$ cat src/rtl/lca_arb_pkg.sv
// Shared types, constants and index helpers for the shared-port scheduler.
package lca_arb_pkg;

  typedef enum logic [1:0] {
    IDLE      = 2'd0,
    ISSUE     = 2'd1,
    WAIT_RESP = 2'd2
  } sched_state_e;

  localparam int MAX_REQUESTS = 16;
  localparam int MAX_IDX_W    = $clog2(MAX_REQUESTS);

  // Increment an index modulo n. n need not be a power of two, so the wrap
  // is an explicit compare against n-1 rather than a bit-width overflow.
  function automatic logic [MAX_IDX_W-1:0] wrap_inc(
    input logic [MAX_IDX_W-1:0] idx,
    input int                   n
  );
    logic [MAX_IDX_W-1:0] res;
    if (int'(idx) == (n - 32'sd1)) begin
      res = {MAX_IDX_W{1'b0}};
    end else begin
      res = idx + {{(MAX_IDX_W-1){1'b0}}, 1'b1};
    end
    return res;
  endfunction

endpackage

$ cat src/rtl/shared_port_scheduler_if.sv
// Requester-side and memory-side handshake bundle of the shared-port scheduler.
interface shared_port_scheduler_if #(
  parameter int NUM_REQUESTS = 4,
  parameter int ADDR_W       = 32,
  parameter int DATA_W       = 32
);

  // requester side
  logic [NUM_REQUESTS-1:0]        req_valid;
  logic [NUM_REQUESTS-1:0]        req_ready;
  logic [NUM_REQUESTS*ADDR_W-1:0] req_addr;
  logic [NUM_REQUESTS-1:0]        req_we;
  logic [NUM_REQUESTS*DATA_W-1:0] req_wdata;
  logic [NUM_REQUESTS-1:0]        rsp_valid;
  logic [DATA_W-1:0]              rsp_rdata;

  // memory side
  logic                           mem_valid;
  logic                           mem_ready;
  logic [ADDR_W-1:0]              mem_addr;
  logic                           mem_we;
  logic [DATA_W-1:0]              mem_wdata;
  logic                           mem_rsp_valid;
  logic [DATA_W-1:0]              mem_rsp_rdata;

  // The scheduler itself.
  modport slave (
    input  req_valid, req_addr, req_we, req_wdata,
    input  mem_ready, mem_rsp_valid, mem_rsp_rdata,
    output req_ready, rsp_valid, rsp_rdata,
    output mem_valid, mem_addr, mem_we, mem_wdata
  );

  // The environment: requesters plus the memory port.
  modport master (
    output req_valid, req_addr, req_we, req_wdata,
    output mem_ready, mem_rsp_valid, mem_rsp_rdata,
    input  req_ready, rsp_valid, rsp_rdata,
    input  mem_valid, mem_addr, mem_we, mem_wdata
  );

endinterface

$ cat src/rtl/rr_select.sv
// Combinational rotating-priority selector: first set request at or after
// ptr, wrapping to the lowest set request when nothing at/after ptr is set.
module rr_select
  import lca_arb_pkg::*;
#(
  parameter  int NUM_REQUESTS = 4,
  localparam int IDX_W        = $clog2(NUM_REQUESTS)
) (
  input  logic [NUM_REQUESTS-1:0] req,
  input  logic [IDX_W-1:0]        ptr,
  output logic [IDX_W-1:0]        winner,
  output logic                    any_valid
);

  logic [NUM_REQUESTS-1:0] masked_s;
  logic                    hit_hi_s;
  logic [IDX_W-1:0]        win_hi_s;
  logic [IDX_W-1:0]        win_lo_s;

  // Keep only requests at or above the priority pointer.
  always_comb begin
    masked_s = '0;
    for (int i = 0; i < NUM_REQUESTS; i++) begin
      masked_s[i] = req[i] & (i >= int'(ptr));
    end
  end

  // Lowest-index pick in the masked and unmasked vectors (descending scan so
  // the lowest set index is the last one written).
  always_comb begin
    hit_hi_s = 1'b0;
    win_hi_s = '0;
    win_lo_s = '0;
    for (int i = NUM_REQUESTS - 1; i >= 0; i--) begin
      hit_hi_s = hit_hi_s | masked_s[i];
      win_hi_s = masked_s[i] ? IDX_W'(i) : win_hi_s;
      win_lo_s = req[i]      ? IDX_W'(i) : win_lo_s;
    end
  end

  assign winner    = hit_hi_s ? win_hi_s : win_lo_s;
  assign any_valid = |req;

endmodule

$ cat src/rtl/shared_port_scheduler.sv
// Round-robin scheduler sharing one single-outstanding memory port between
// NUM_REQUESTS requesters. A transaction owns the port from acceptance until
// its response; the response is steered back to the owner.
module shared_port_scheduler
  import lca_arb_pkg::*;
#(
  parameter  int NUM_REQUESTS = 4,
  parameter  int ADDR_W       = 32,
  parameter  int DATA_W       = 32,
  localparam int IDX_W        = $clog2(NUM_REQUESTS)
) (
  input  logic                    clk,
  input  logic                    rst_n,
  shared_port_scheduler_if.slave  bus,
  output logic                    busy,
  output logic [IDX_W-1:0]        owner,
  output logic                    err_spurious
);

  sched_state_e            state_r, state_n;
  logic [IDX_W-1:0]        ptr_r, ptr_n;
  logic [IDX_W-1:0]        owner_r, owner_n;
  logic [ADDR_W-1:0]       addr_r, addr_n;
  logic                    we_r, we_n;
  logic [DATA_W-1:0]       wdata_r, wdata_n;

  logic [IDX_W-1:0]        winner_s;
  logic                    any_valid_s;
  logic [IDX_W-1:0]        done_ptr_s;
  logic [NUM_REQUESTS-1:0] req_ready_s;
  logic [NUM_REQUESTS-1:0] rsp_valid_s;
  logic [DATA_W-1:0]       rsp_rdata_s;
  logic                    err_s;

  rr_select #(
    .NUM_REQUESTS (NUM_REQUESTS)
  ) u_rr_select (
    .req       (bus.req_valid),
    .ptr       (ptr_r),
    .winner    (winner_s),
    .any_valid (any_valid_s)
  );

  // Pointer value after completion: slot following the owner, mod N.
  assign done_ptr_s = IDX_W'(wrap_inc(MAX_IDX_W'(owner_r), NUM_REQUESTS));

  // Next-state, capture and response-steering logic.
  always_comb begin
    state_n     = state_r;
    ptr_n       = ptr_r;
    owner_n     = owner_r;
    addr_n      = addr_r;
    we_n        = we_r;
    wdata_n     = wdata_r;
    req_ready_s = '0;
    rsp_valid_s = '0;
    rsp_rdata_s = '0;
    err_s       = 1'b0;
    case (state_r)
      IDLE: begin
        err_s = bus.mem_rsp_valid;
        if (any_valid_s) begin
          req_ready_s[winner_s] = 1'b1;
          owner_n = winner_s;
          addr_n  = bus.req_addr[int'(winner_s)*ADDR_W +: ADDR_W];
          we_n    = bus.req_we[winner_s];
          wdata_n = bus.req_wdata[int'(winner_s)*DATA_W +: DATA_W];
          state_n = ISSUE;
        end else begin
          state_n = IDLE;
        end
      end
      ISSUE: begin
        if (bus.mem_ready) begin
          if (bus.mem_rsp_valid) begin
            rsp_valid_s[owner_r] = 1'b1;
            rsp_rdata_s          = bus.mem_rsp_rdata;
            ptr_n                = done_ptr_s;
            state_n              = IDLE;
          end else begin
            state_n = WAIT_RESP;
          end
        end else begin
          err_s   = bus.mem_rsp_valid;
          state_n = ISSUE;
        end
      end
      WAIT_RESP: begin
        if (bus.mem_rsp_valid) begin
          rsp_valid_s[owner_r] = 1'b1;
          rsp_rdata_s          = bus.mem_rsp_rdata;
          ptr_n                = done_ptr_s;
          state_n              = IDLE;
        end else begin
          state_n = WAIT_RESP;
        end
      end
      default: begin
        state_n = IDLE;
      end
    endcase
  end

  // State, pointer, owner and captured request fields.
  always_ff @(posedge clk or negedge rst_n) begin
    if (!rst_n) begin
      state_r <= IDLE;
      ptr_r   <= '0;
      owner_r <= '0;
      addr_r  <= '0;
      we_r    <= 1'b0;
      wdata_r <= '0;
    end else begin
      state_r <= state_n;
      ptr_r   <= ptr_n;
      owner_r <= owner_n;
      addr_r  <= addr_n;
      we_r    <= we_n;
      wdata_r <= wdata_n;
    end
  end

  assign bus.req_ready = req_ready_s;
  assign bus.rsp_valid = rsp_valid_s;
  assign bus.rsp_rdata = rsp_rdata_s;
  assign bus.mem_valid = (state_r == ISSUE);
  assign bus.mem_addr  = addr_r;
  assign bus.mem_we    = we_r;
  assign bus.mem_wdata = wdata_r;
  assign busy          = (state_r != IDLE);
  assign owner         = owner_r;
  assign err_spurious  = err_s;

endmodule
$ cat src/flat_wrapper.sv
// flat-port wrapper written by rule: the top's interface ports become plain ports
module shared_port_scheduler_flat import lca_arb_pkg::*;
#(
  parameter  int NUM_REQUESTS = 4,
  parameter  int ADDR_W       = 32,
  parameter  int DATA_W       = 32,
  localparam int IDX_W        = $clog2(NUM_REQUESTS)
)
  (clk, rst_n, busy, owner, err_spurious, bus_req_valid, bus_req_addr, bus_req_we, bus_req_wdata, bus_mem_ready, bus_mem_rsp_valid, bus_mem_rsp_rdata, bus_req_ready, bus_rsp_valid, bus_rsp_rdata, bus_mem_valid, bus_mem_addr, bus_mem_we, bus_mem_wdata);
  shared_port_scheduler_if #(.NUM_REQUESTS(NUM_REQUESTS), .ADDR_W(ADDR_W), .DATA_W(DATA_W)) bus_i ();
  input  logic clk;
  input  logic rst_n;
  output logic busy;
  output logic [IDX_W-1:0] owner;
  output logic err_spurious;
  input wire logic [$bits(bus_i.req_valid)-1:0] bus_req_valid;
  input wire logic [$bits(bus_i.req_addr)-1:0] bus_req_addr;
  input wire logic [$bits(bus_i.req_we)-1:0] bus_req_we;
  input wire logic [$bits(bus_i.req_wdata)-1:0] bus_req_wdata;
  input wire logic [$bits(bus_i.mem_ready)-1:0] bus_mem_ready;
  input wire logic [$bits(bus_i.mem_rsp_valid)-1:0] bus_mem_rsp_valid;
  input wire logic [$bits(bus_i.mem_rsp_rdata)-1:0] bus_mem_rsp_rdata;
  output wire logic [$bits(bus_i.req_ready)-1:0] bus_req_ready;
  output wire logic [$bits(bus_i.rsp_valid)-1:0] bus_rsp_valid;
  output wire logic [$bits(bus_i.rsp_rdata)-1:0] bus_rsp_rdata;
  output wire logic [$bits(bus_i.mem_valid)-1:0] bus_mem_valid;
  output wire logic [$bits(bus_i.mem_addr)-1:0] bus_mem_addr;
  output wire logic [$bits(bus_i.mem_we)-1:0] bus_mem_we;
  output wire logic [$bits(bus_i.mem_wdata)-1:0] bus_mem_wdata;
  assign bus_i.req_valid = bus_req_valid;
  assign bus_i.req_addr = bus_req_addr;
  assign bus_i.req_we = bus_req_we;
  assign bus_i.req_wdata = bus_req_wdata;
  assign bus_i.mem_ready = bus_mem_ready;
  assign bus_i.mem_rsp_valid = bus_mem_rsp_valid;
  assign bus_i.mem_rsp_rdata = bus_mem_rsp_rdata;
  assign bus_req_ready = bus_i.req_ready;
  assign bus_rsp_valid = bus_i.rsp_valid;
  assign bus_rsp_rdata = bus_i.rsp_rdata;
  assign bus_mem_valid = bus_i.mem_valid;
  assign bus_mem_addr = bus_i.mem_addr;
  assign bus_mem_we = bus_i.mem_we;
  assign bus_mem_wdata = bus_i.mem_wdata;
  shared_port_scheduler #(.NUM_REQUESTS(NUM_REQUESTS), .ADDR_W(ADDR_W), .DATA_W(DATA_W)) u_core (.clk(clk), .rst_n(rst_n), .bus(bus_i), .busy(busy), .owner(owner), .err_spurious(err_spurious));
endmodule
$ cat config.mk
export PLATFORM = sky130hd
export DESIGN_NAME = shared_port_scheduler_flat
export DESIGN_NICKNAME = d
export VERILOG_FILES = /design/src/rtl/lca_arb_pkg.sv /design/src/rtl/shared_port_scheduler_if.sv /design/src/rtl/rr_select.sv /design/src/rtl/shared_port_scheduler.sv /design/src/flat_wrapper.sv
export SDC_FILE = /design/constraint.sdc
export NUM_CORES = 1
export LEC_CHECK = 0
export ABC_AREA = 1
export BUFFER_PORTS_ARGS = -buffer_cell sky130_fd_sc_hd__buf_2
export CAP_MARGIN = 20
export CORE_AREA = 3 3 160 162
export DETAILED_ROUTE_END_ITERATION = 10
export DIE_AREA = 0 0 163 165
export GPL_TIMING_DRIVEN = 0
export PLACE_DENSITY = 0.56
export SYNTH_ARGS = -nofsm -noshare
export SYNTH_HDL_FRONTEND = slang
export SYNTH_SLANG_ARGS = --single-unit
$ cat constraint.sdc
create_clock -name clk -period 1.6 [get_ports clk]
set_input_delay 0.08 -clock clk [delete_from_list [all_inputs] [get_ports clk]]
set_output_delay 0.08 -clock clk [all_outputs]
set_load 0.005 [all_outputs]
==> impl_metrics.env, run 1 <==
export IMPL_status="complete, but fails checks"
export IMPL_violations="negative setup slack"
export IMPL_ys_seq_elements=71
export IMPL_io_buffers=409
export IMPL_relSlewSlack_pct=66.3
export IMPL_clock_fmax_mhz=544
export IMPL_power_density_nw_per_um2=1560
export IMPL_ios=410
export IMPL_yosys_cell_types_count=19
export IMPL_synth_edff_count=0
export IMPL_synth_warnings=0
export IMPL_core_rowCount=57
export IMPL_ys_async_sr_fraction_pct=100
export IMPL_worst_slack_ns=-0.238
export IMPL_synth_top_area_share_pct=29.8
export IMPL_antenna_left=0
export IMPL_cts_htree_levels=3
export IMPL_syn_area_sq_um=5960
export IMPL_wirelength_mm=30.1
export IMPL_combPwrFrac_pct=69.8
export IMPL_synthTopCellsByArea="dfrtp_1 (30%), nand3_1 (22%), inv_1 (15%)"
export IMPL_worst_slew_pin_slew_ns=0.506
export IMPL_clockBufferDepth=2
export IMPL_setup_viol=106
export IMPL_die_h_microns=165
export IMPL_drc=0
export IMPL_slowest_delay_ns=0.41
export IMPL_crit_type="register to output pin"
export IMPL_setup_worst_path_start_class="register"
export IMPL_cp_data_required_time_ns=1.52
export IMPL_synth_flop_cell="dfrtp_1"
export IMPL_core_area_sq_um=24200
export IMPL_ctsRootBufferMaster="clkbuf_16"
export IMPL_fin_crit_ns=1.84
export IMPL_cpMaxStageDelayCell="dfrtp_1"
export IMPL_critical_path_max_fanout=5
export IMPL_drv_cap=0
export IMPL_synth_fp_nets=1297
export IMPL_grt_antenna_before_repair=1
export IMPL_viasPerCell=4.54
export IMPL_rsz0062_at_grt="true"
export IMPL_cts_sinks=71
export IMPL_routedWlPerCell_microns=16.6
export IMPL_endpoint_kind="output pin"
export IMPL_netlist_instances=989
export IMPL_final_util_pct=48.8
export IMPL_ys_seq_area_share_pct=29.8
export IMPL_leakage_nw=6.79
export IMPL_layout_drive_gt1_share_pct=52.4
export IMPL_drtPass1Iterations=5
export IMPL_gp_congestion=0.896
export IMPL_avgSynthCellArea_sq_um=6.02
export IMPL_p_int_mw=10.4
export IMPL_switching_share_pct=43.7
export IMPL_syn_to_final_growth_pct=98.5
export IMPL_grt_overflow_total=0
export IMPL_path_cells="buf_6, ha_4, a21oi_2, nand3b_1, buf_4, clkbuf_8, nor2_1, buf_2"
export IMPL_start_util_pct=24.6
export IMPL_path_clk_slew_ns=0.06
export IMPL_grt_pass1_vias=8043
export IMPL_die_w_microns=163
export IMPL_synth_most_common_cell="nand3_1"
export IMPL_grt_max_degree=41
export IMPL_cts_buffers=9
export IMPL_die_area_sq_um=26900
export IMPL_post_route_period_util_pct=115
export IMPL_vias=8254
export IMPL_layout_nets=1796
export IMPL_p_switching_mw=8.07
export IMPL_p_seq_share_pct=17.9
export IMPL_drt_iter0_markers=375
export IMPL_arrival_ns=1.76
export IMPL_grt_use_total_pct=20.3
export IMPL_finalHoldViolations=0
export IMPL_fin_skew_ns=0.00466
export IMPL_grt_pass1_wl_mm=42.4
export IMPL_clkLatencyLatePin_ns=0.33
export IMPL_p_clk_share_pct=12.3
export IMPL_fin_hold_ws_ns=0.0645
export IMPL_ys_top_cells_by_count="nand3_1 (261), inv_1 (244), nand2_1 (211)"
export IMPL_yosysTopAreaCell="dfrtp_1"
export IMPL_peakVddDrop_v=0.000538
export IMPL_finalMaxSlewViolations=0
export IMPL_hpwlAfterDp_mm=21.1
export IMPL_cts_tree="built"
export IMPL_hold_class="input port to register"
registers in the layout, summed over array words and instances, names as in the netlist:
register	count
u_core.bus.mem_addr	32
u_core.bus.mem_wdata	32
u_core.owner	2
u_core.ptr_r	2
u_core.bus.mem_we	1
u_core.state_r	2
power by group through the flow:
stage,clock network [mW],registers (mW),logic (mW)
6_report,2.27,3.31,12.9
5_1_grt,2.40,3.41,13.9
4_1_cts,2.32,3.29,11.6
3_5_place_dp,0,3.26,7.35
3_3_place_gp,0,3.28,7.24
2_1_floorplan,0,3.30,4.12
through the flow:
| step | std cells | cell area [sq um] | setup WS [ns] | total power, mW | TNS, ns |
|---|---|---|---|---|---|
| detailed placement | 1723 | 8440 | -0.502 | 10.6 | -36.27 |
| global route | 1817 | 11800 | -0.339 | 19.7 | -23.44 |
| CTS | 1804 | 11000 | -0.242 | 17.2 | -15.60 |
| floorplan | 989 | 5960 | 0.126 | 7.42 | 0 |
| finish | 1818 | 11800 | -0.238 | 18.5 | -14.38 |
| global placement | 1722 | 8410 | -0.424 | 10.5 | -38.29 |
logic make-up (layout without fill, tap and decap cells):
family | after synthesis | in the layout | synth area share (%)
and+or+nand+nor | 588 | 588 | 46.8
adders and majority gates | 8 | 8 | 1.68
AOI/OAI and AO/OA | 8 | 8 | 0.714
other | 0 | 1 | 0
DFF | 71 | 71 | 29.8
buffers and inverters | 314 | 818 | 20.9
cell usage in the layout, fill, tap and decap left out, types with 10 or more instances in the layout:
| cell type | instances |
|---|---|
| nand3_4 | 36 |
| buf_6 | 20 |
| buf_4 | 29 |
| buf_2 | 412 |
| buf_16 | 10 |
| inv_1 | 240 |
| nand2_1 | 191 |
| nand3b_1 | 66 |
| nand3_1 | 95 |
| nor2_1 | 31 |
| nand2_2 | 13 |
| buf_8 | 36 |
| clkbuf_16 | 20 |
| dfrtp_1 | 70 |
| clkbuf_2 | 10 |
| buf_12 | 17 |
| nand3_2 | 130 |
area by class of cell:
class,instances,area (sq um)
flip-flops and latches,71,1780
clock inverters,4,77.6
repair buffers,491,3330
multi-input cells,604,4290
fillers,2412,12400
clock buffers,12,246
diodes,1,2.50
inverters,248,946
well taps,324,405
plain buffers,63,749
metal layers:
| metal | vias up | part of all wire, % | track usage, % |
|---|---|---|---|
| li1 | 4031 | - | - |
| met1 | 3841 | 40 | 24.2 |
| met2 | 333 | 51 | 36.6 |
| met3 | 47 | 6.6 | 3.71 |
| met4 | 2 | 2.4 | 7.07 |
| met5 | - | 0.043 | 0 |
critical path: cells and delay by family, from the launching register on:
family                     cells  cell delay, ns
AOI/OAI and AO/OA              1            0.12
DFF                            1            0.41
buffers and inverters          4            0.55
adders and majority gates      1            0.16
and+or+nand+nor                2            0.20
final timing paths:
path	start	end	slack, ns	cells after the start
setup reg to reg	u_core.ptr_r[0]	u_core.bus.mem_wdata[2]	-0.15	11
max in group asynchronous	rst_n	u_core.ptr_r[1]	0.77	3
hold reg to reg	u_core.bus.mem_wdata[25]	u_core.bus.mem_wdata[25]	0.49	2
setup / recovery	u_core.state_r[1]	bus_rsp_rdata[3]	-0.24	8
hold / removal	bus_req_addr[21]	u_core.bus.mem_addr[21]	0.06	5
min in group asynchronous	rst_n	u_core.bus.mem_addr[21]	0.24	2
what timing repair did:
| item | in CTS | in global routing |
|---|---|---|
| hold endpoints to repair | 32 | 0 |
| resized for setup | 352 | 144 |
| setup endpoints to repair | 109 | 108 |
| cloned | 20 | 11 |
| hold buffers | 2 | 0 |
| setup buffers | 45 | 11 |
| pin swaps | 67 | 60 |
(Power assumes the default switching activity.)
==> run 2, diff against run 1 <==
==> constraint.sdc (replaced) <==
create_clock -name clk -period 1.6 [get_ports clk]
set_input_delay 0.16 -clock clk [delete_from_list [all_inputs] [get_ports clk]]
set_output_delay 0.16 -clock clk [all_outputs]
set_load 0.005 [all_outputs]
==> run 2 against run 1 <==
- utilization up 0.14 points
- non-clock buffer count fell by 4
- clock-buffer cell count is the same
- critical path type unchanged
- combinational power about the same
- sequential power barely moved
- register-to-register slack improved by 0.03 ns
- the flow still finishes with violations (negative setup slack)
- design area increased by 0.29%
- largest power group unchanged
- largest cell class unchanged
- total power fell by 0.35%
==> impl_metrics.env, run 2 (same netlist as run 1, synthesis figures left out) <==
export IMPL_status="complete, but fails checks"
export IMPL_violations="negative setup slack"
export IMPL_hold_class="input port to register"
export IMPL_clock_fmax_mhz=520
export IMPL_relSlewSlack_pct=68.1
export IMPL_leakage_nw=6.90
export IMPL_slowest_delay_ns=0.41
export IMPL_crit_buf_inv=4
export IMPL_layout_drive_gt1_share_pct=56.3
export IMPL_viasPerCell=4.51
export IMPL_cts_htree_levels=3
export IMPL_placedCellCount=1723
export IMPL_setup_worst_path_start_class="register"
export IMPL_vias=8182
export IMPL_mostFrequentLayoutCell="buf_2"
export IMPL_clkLatencyLatePin_ns=0.33
export IMPL_critical_path_max_fanout=5
export IMPL_antenna_left=0
export IMPL_clockBufferDepth=2
export IMPL_drv_cap=0
export IMPL_peakVddDrop_v=0.000553
export IMPL_routedWlPerCell_microns=16.8
export IMPL_cp_data_required_time_ns=1.44
export IMPL_endpoint_kind="output pin"
export IMPL_post_route_period_util_pct=120
export IMPL_place_ws_ns=-0.502
export IMPL_cpMaxStageDelayCell="dfrtp_1"
export IMPL_finalMaxSlewViolations=0
export IMPL_syn_to_final_growth_pct=99.0
export IMPL_core_area_sq_um=24200
export IMPL_fin_hold_ws_ns=0.123
export IMPL_io_buffers=409
export IMPL_path_clk_slew_ns=0.06
export IMPL_worst_slack_ns=-0.322
export IMPL_setup_viol=106
export IMPL_grt_pass1_vias=7892
export IMPL_fin_crit_ns=1.92
export IMPL_grt_use_total_pct=20.2
export IMPL_wirelength_mm=30.5
export IMPL_grt_pass1_wl_mm=42.0
export IMPL_power_density_nw_per_um2=1550
export IMPL_cts_buffers=9
export IMPL_layout_nets=1792
export IMPL_path_cells="buf_6, ha_4, a21oi_2, nand3b_1, buf_4, clkbuf_8, nor2_1, buf_2"
export IMPL_ios=410
export IMPL_final_cell_count_no_fill=1813
export IMPL_grt_overflow_total=0
export IMPL_num_fill_cells=2413
export IMPL_reg2reg_slack_ns=-0.12
export IMPL_drc=0
export IMPL_ctsRootBufferMaster="clkbuf_16"
export IMPL_die_w_microns=163
export IMPL_gp_congestion=0.896
export IMPL_hpwlAfterDp_mm=21.1
export IMPL_worst_slew_pin_slew_ns=0.479
export IMPL_diodes=0
export IMPL_rsz0062_at_grt="true"
export IMPL_cts_sinks=71
export IMPL_core_rowCount=57
export IMPL_grt_antenna_before_repair=1
export IMPL_finalHoldViolations=0
export IMPL_grt_max_degree=41
export IMPL_die_area_sq_um=26900
export IMPL_crit_family="buffers and inverters"
export IMPL_fin_skew_ns=0.00681
export IMPL_die_h_microns=165
export IMPL_start_util_pct=24.6
export IMPL_drt_iter0_markers=424
export IMPL_crit_type="register to output pin"
export IMPL_arrival_ns=1.76
export IMPL_cts_tree="built"
export IMPL_drtPass1Iterations=5
export IMPL_final_cell_mix="buf_2 (411), inv_1 (240), nand3_2 (152), nand2_1 (121), nand3_1 (104)"
[run 2: cell count changes in the layout (fill, tap and decap cells not counted), sizes merged]
cell | previous run | this run
buf | 524 | 512
diode | 1 | 0
clkbuf | 40 | 48
[run 2: metrics by stage]
stage / area, sq um / setup TNS, ns / power, mW / util (%)
after floorplan: 5960 / 0 / 7.42 / -
after global placement: 8410 / -46.69 / 10.5 / 34.7
after detailed placement: 8440 / -39.00 / 10.6 / 34.8
after CTS: 10700 / -17.70 / 16.4 / 44.0
after global routing: 11900 / -25.65 / 19.7 / 48.9
final: 11900 / -17.27 / 18.4 / 48.9
[run 2: layout make-up]
| class | instances | area, sq um | share of cell area [%] |
|---|---|---|---|
| clock inverters | 4 | 77.6 | 0.654 |
| clock buffers | 12 | 246 | 2.08 |
| plain buffers | 64 | 787 | 6.64 |
| inverters | 248 | 943 | 7.96 |
| flip-flops and latches | 71 | 1780 | 15.0 |
| well taps | 324 | 405 | 3.42 |
| multi-input cells | 604 | 4290 | 36.2 |
| repair buffers | 486 | 3320 | 28.0 |
[run 2: metal layers]
| layer | track usage [%] | wire [microns] |
|---|---|---|
| met5 | 0 | 8 |
| met4 | 6.27 | 776 |
| met3 | 3.54 | 1980 |
| met2 | 36.8 | 15500 |
| met1 | 24.1 | 12200 |
[run 2: repair_timing]
item | 4_1_cts | 5_1_grt
endpoints found under the hold margin | 32 | 0
hold buffers | 2 | 0
cloned | 18 | 17
setup endpoints to repair | 109 | 108
setup buffers | 35 | 8
resized for setup | 341 | 206
pin swaps | 64 | 71
[run 2: final timing paths]
check	from	end	cells past startpoint
setup reg to reg	u_core.ptr_r[1]	u_core.bus.mem_wdata[10]	12
max in group asynchronous	rst_n	u_core.bus.mem_wdata[26]	3
min in group asynchronous	rst_n	u_core.bus.mem_addr[21]	2
hold / removal	bus_req_wdata[25]	u_core.bus.mem_wdata[25]	5
setup / recovery	u_core.state_r[1]	bus_rsp_rdata[3]	8
hold reg to reg	u_core.bus.mem_addr[5]	u_core.bus.mem_addr[5]	2
[run 2: where the power goes]
part	switching (mW)	total (mW)	leakage, nW	internal, mW
clock network	0.854	2.27	0.157	1.42
logic	6.59	12.8	5.88	6.24
registers	0.580	3.32	0.864	2.74
total	8.03	18.4	6.90	10.4
[run 2: worst min-delay path, stage by stage]
cell and delay [ns]:
buf_2 0.07, inv_1 0.03, nand2_1 0.05, nand3_1 0.05, nand3_1 0.06
==> run 3, diff against run 2 <==
- GPL_ROUTABILITY_DRIVEN: default -> 0
- SETUP_SLACK_MARGIN: default -> 0.4
- clock period: 1.6 -> 2.2 ns (I/O delays scaled with it)
==> run 3 against run 2 <==
- die area is the same
- wire length decreased by 12%
- the run now ends clean
- worst hold slack lost 0.051 ns
- cell count decreased by 2.4%
- utilization is 9.9 points lower
- combinational power is 51% lower
- critical path depth unchanged
- design area decreased by 20%
- via count down 5.3%
- clock skew rose by 0.0029 ns
- sequential share of layout area grew 3.8 points
- critical path type unchanged
- non-clock buffer count down 44
==> impl_metrics.env, run 3 (same netlist as run 1, synthesis figures left out) <==
export IMPL_p_clk_share_pct=15.9
export IMPL_rsz0062_at_grt="true"
export IMPL_setup_worst_path_start_class="register"
export IMPL_mostFrequentLayoutCell="buf_2"
export IMPL_io_buffers=409
export IMPL_setup_viol=0
export IMPL_grt_antenna_before_repair=1
export IMPL_clkLatencyLatePin_ns=0.34
export IMPL_fin_skew_ns=0.00966
export IMPL_grt_use_total_pct=18.7
export IMPL_clock_fmax_mhz=506
export IMPL_p_int_mw=5.66
export IMPL_leakage_nw=5.83
export IMPL_routedWlPerCell_microns=15.1
export IMPL_power_mw=10.3
export IMPL_wirelength_mm=26.7
export IMPL_finalHoldViolations=0
export IMPL_whs_path_depth=2
export IMPL_hold_start="bus_mem_rsp_valid"
export IMPL_antenna_left=0
export IMPL_viasPerCell=4.38
export IMPL_grt_max_degree=41
export IMPL_drtPass1Iterations=5
export IMPL_worstReg2RegEnd="u_core.bus.mem_addr[14]"
export IMPL_switching_share_pct=44.8
export IMPL_ctsRootBufferMaster="clkbuf_16"
export IMPL_crit_type="register to output pin"
export IMPL_arrival_ns=1.76
export IMPL_grt_pass1_wl_mm=39.1
export IMPL_fin_setup_tns_ns=0
export IMPL_ff_latch_area_sq_um=1780
export IMPL_topRoutingLayerUsed="met5"
export IMPL_ios=410
export IMPL_min_to="u_core.state_r[1]"
export IMPL_fin_area_sq_um=9470
export IMPL_layout_nets=1748
export IMPL_clockBufferDepth=2
export IMPL_num_fill_cells=2703
export IMPL_relSlewSlack_pct=61.3
export IMPL_die_w_microns=163
export IMPL_drt_iter0_markers=304
export IMPL_fin_crit_ns=1.98
export IMPL_post_route_period_util_pct=89.9
export IMPL_met2_length_mm=13.2
export IMPL_place_area_sq_um=8440
export IMPL_core_area_sq_um=24200
export IMPL_cts_htree_levels=3
export IMPL_reg2reg_from="u_core.ptr_r[1]"
export IMPL_multi_input_area_sq_um=3150
export IMPL_peakVddDrop_v=0.000359
export IMPL_p_seq_share_pct=23.4
export IMPL_placedCellCount=1723
export IMPL_start_util_pct=24.6
export IMPL_p_switching_mw=4.60
export IMPL_cts_tree="built"
export IMPL_critical_path_max_fanout=5
export IMPL_path_clk_slew_ns=0.06
export IMPL_cp_data_required_time_ns=1.98
export IMPL_finalMaxSlewViolations=0
export IMPL_syn_to_final_growth_pct=58.9
export IMPL_die_area_sq_um=26900
export IMPL_core_rowCount=57
export IMPL_cts_sinks=71
export IMPL_endpoint_kind="output pin"
export IMPL_final_cell_count_no_fill=1770
export IMPL_cts_buffers=9
export IMPL_drc=0
export IMPL_drv_cap=0
export IMPL_grt_overflow_total=0
export IMPL_worst_slew_pin_slew_ns=0.581
export IMPL_hold_class="input port to register"
export IMPL_final_cell_mix="buf_2 (419), nand3_1 (260), inv_1 (240), nand2_1 (203), dfrtp_1 (70)"
export IMPL_reg2reg_slack_ns=0.44
export IMPL_power_density_nw_per_um2=1080
export IMPL_r2r_cells=8
export IMPL_combPwrFrac_pct=60.7
export IMPL_routed_wl_met3_mm=1.85
export IMPL_hpwlAfterDp_mm=21.1
export IMPL_die_h_microns=165
export IMPL_layout_drive_gt1_share_pct=38.4
export IMPL_vias=7748
export IMPL_status="complete, no violations"
export IMPL_grt_pass1_vias=7396
export IMPL_wl_met1_mm=11.0
==> run 3: cell types whose count changed in the layout (fill, tap and decap cells not counted), moves of 14 or more <==
cell,before,now
nand2_2,59,3
buf_12,16,2
nand2_4,31,4
clkbuf_16,27,10
buf_8,33,4
nand3_2,152,1
nand2_1,121,203
buf_4,23,38
nand3_1,104,260
==> run 3: worst max path at each step <==
stage,from,end,slack [ns],cells past startpoint
2_1_floorplan,u_core.state_r[0],bus_rsp_rdata[10],0.59,5
5_1_grt,u_core.state_r[0],bus_rsp_valid[3],0.12,8
3_3_place_gp,u_core.state_r[0],bus_req_ready[2],0.09,9
4_1_cts,u_core.state_r[1],bus_rsp_rdata[27],0.22,8
3_5_place_dp,u_core.state_r[0],bus_req_ready[2],0.05,9
6_report,u_core.state_r[1],bus_rsp_rdata[3],0.22,8
==> run 3: final cells by class <==
type / count / area share [%]
Tap cell: 324 / 4.28
Buffer: 66 / 5.15
Multi-Input combinational cell: 604 / 33.3
Clock buffer: 12 / 2.60
Clock inverter: 4 / 0.819
Inverter: 248 / 10.1
Timing Repair Buffer: 440 / 24.9
Antenna cell: 1 / 0.0264
Sequential cell: 71 / 18.8
==> run 3: timing repair <==
action | CTS | global route
cloned | 2 | 0
pin swaps | 11 | 10
gates resized for setup | 87 | 70
setup buffers | 21 | 6
hold buffers | 1 | 0
endpoints found under the setup margin | 106 | 105
hold endpoints to repair | 31 | 0
==> run 3: metal layers <==
layer	track usage, %	vias to the layer above
li1	-	3914
met1	22.4	3505
met2	33.6	290
met3	3.56	37
met4	6.07	2
met5	0	-
==> run 3: through the flow <==
step	utilization (%)	hold WS, ns	worst slack [ns]
floorplan	-	-0.0756	0.586
detailed placement	34.8	0.204	0.0501
CTS	38.1	0.0546	0.218
global route	39.0	0.0780	0.118
global placement	34.7	0.429	0.0911
finish	39.0	0.0722	0.222
==> run 3: worst max-delay path: stages, from the launching register on <==
cell and delay (ns):
dfrtp_1 0.41, buf_6 0.14, ha_4 0.16, a21oi_2 0.12, nand3b_1 0.16, buf_4 0.15
clkbuf_8 0.14, nor2_1 0.04, buf_2 0.12
==> run 3: power by group through the flow <==
stage,Sequential (mW),Combinational [mW],Clock [mW]
2_1_floorplan,2.40,3.00,0
3_3_place_gp,2.39,5.26,0
3_5_place_dp,2.37,5.34,0
4_1_cts,2.38,5.99,1.69
5_1_grt,2.47,6.95,1.74
6_report,2.40,6.23,1.63
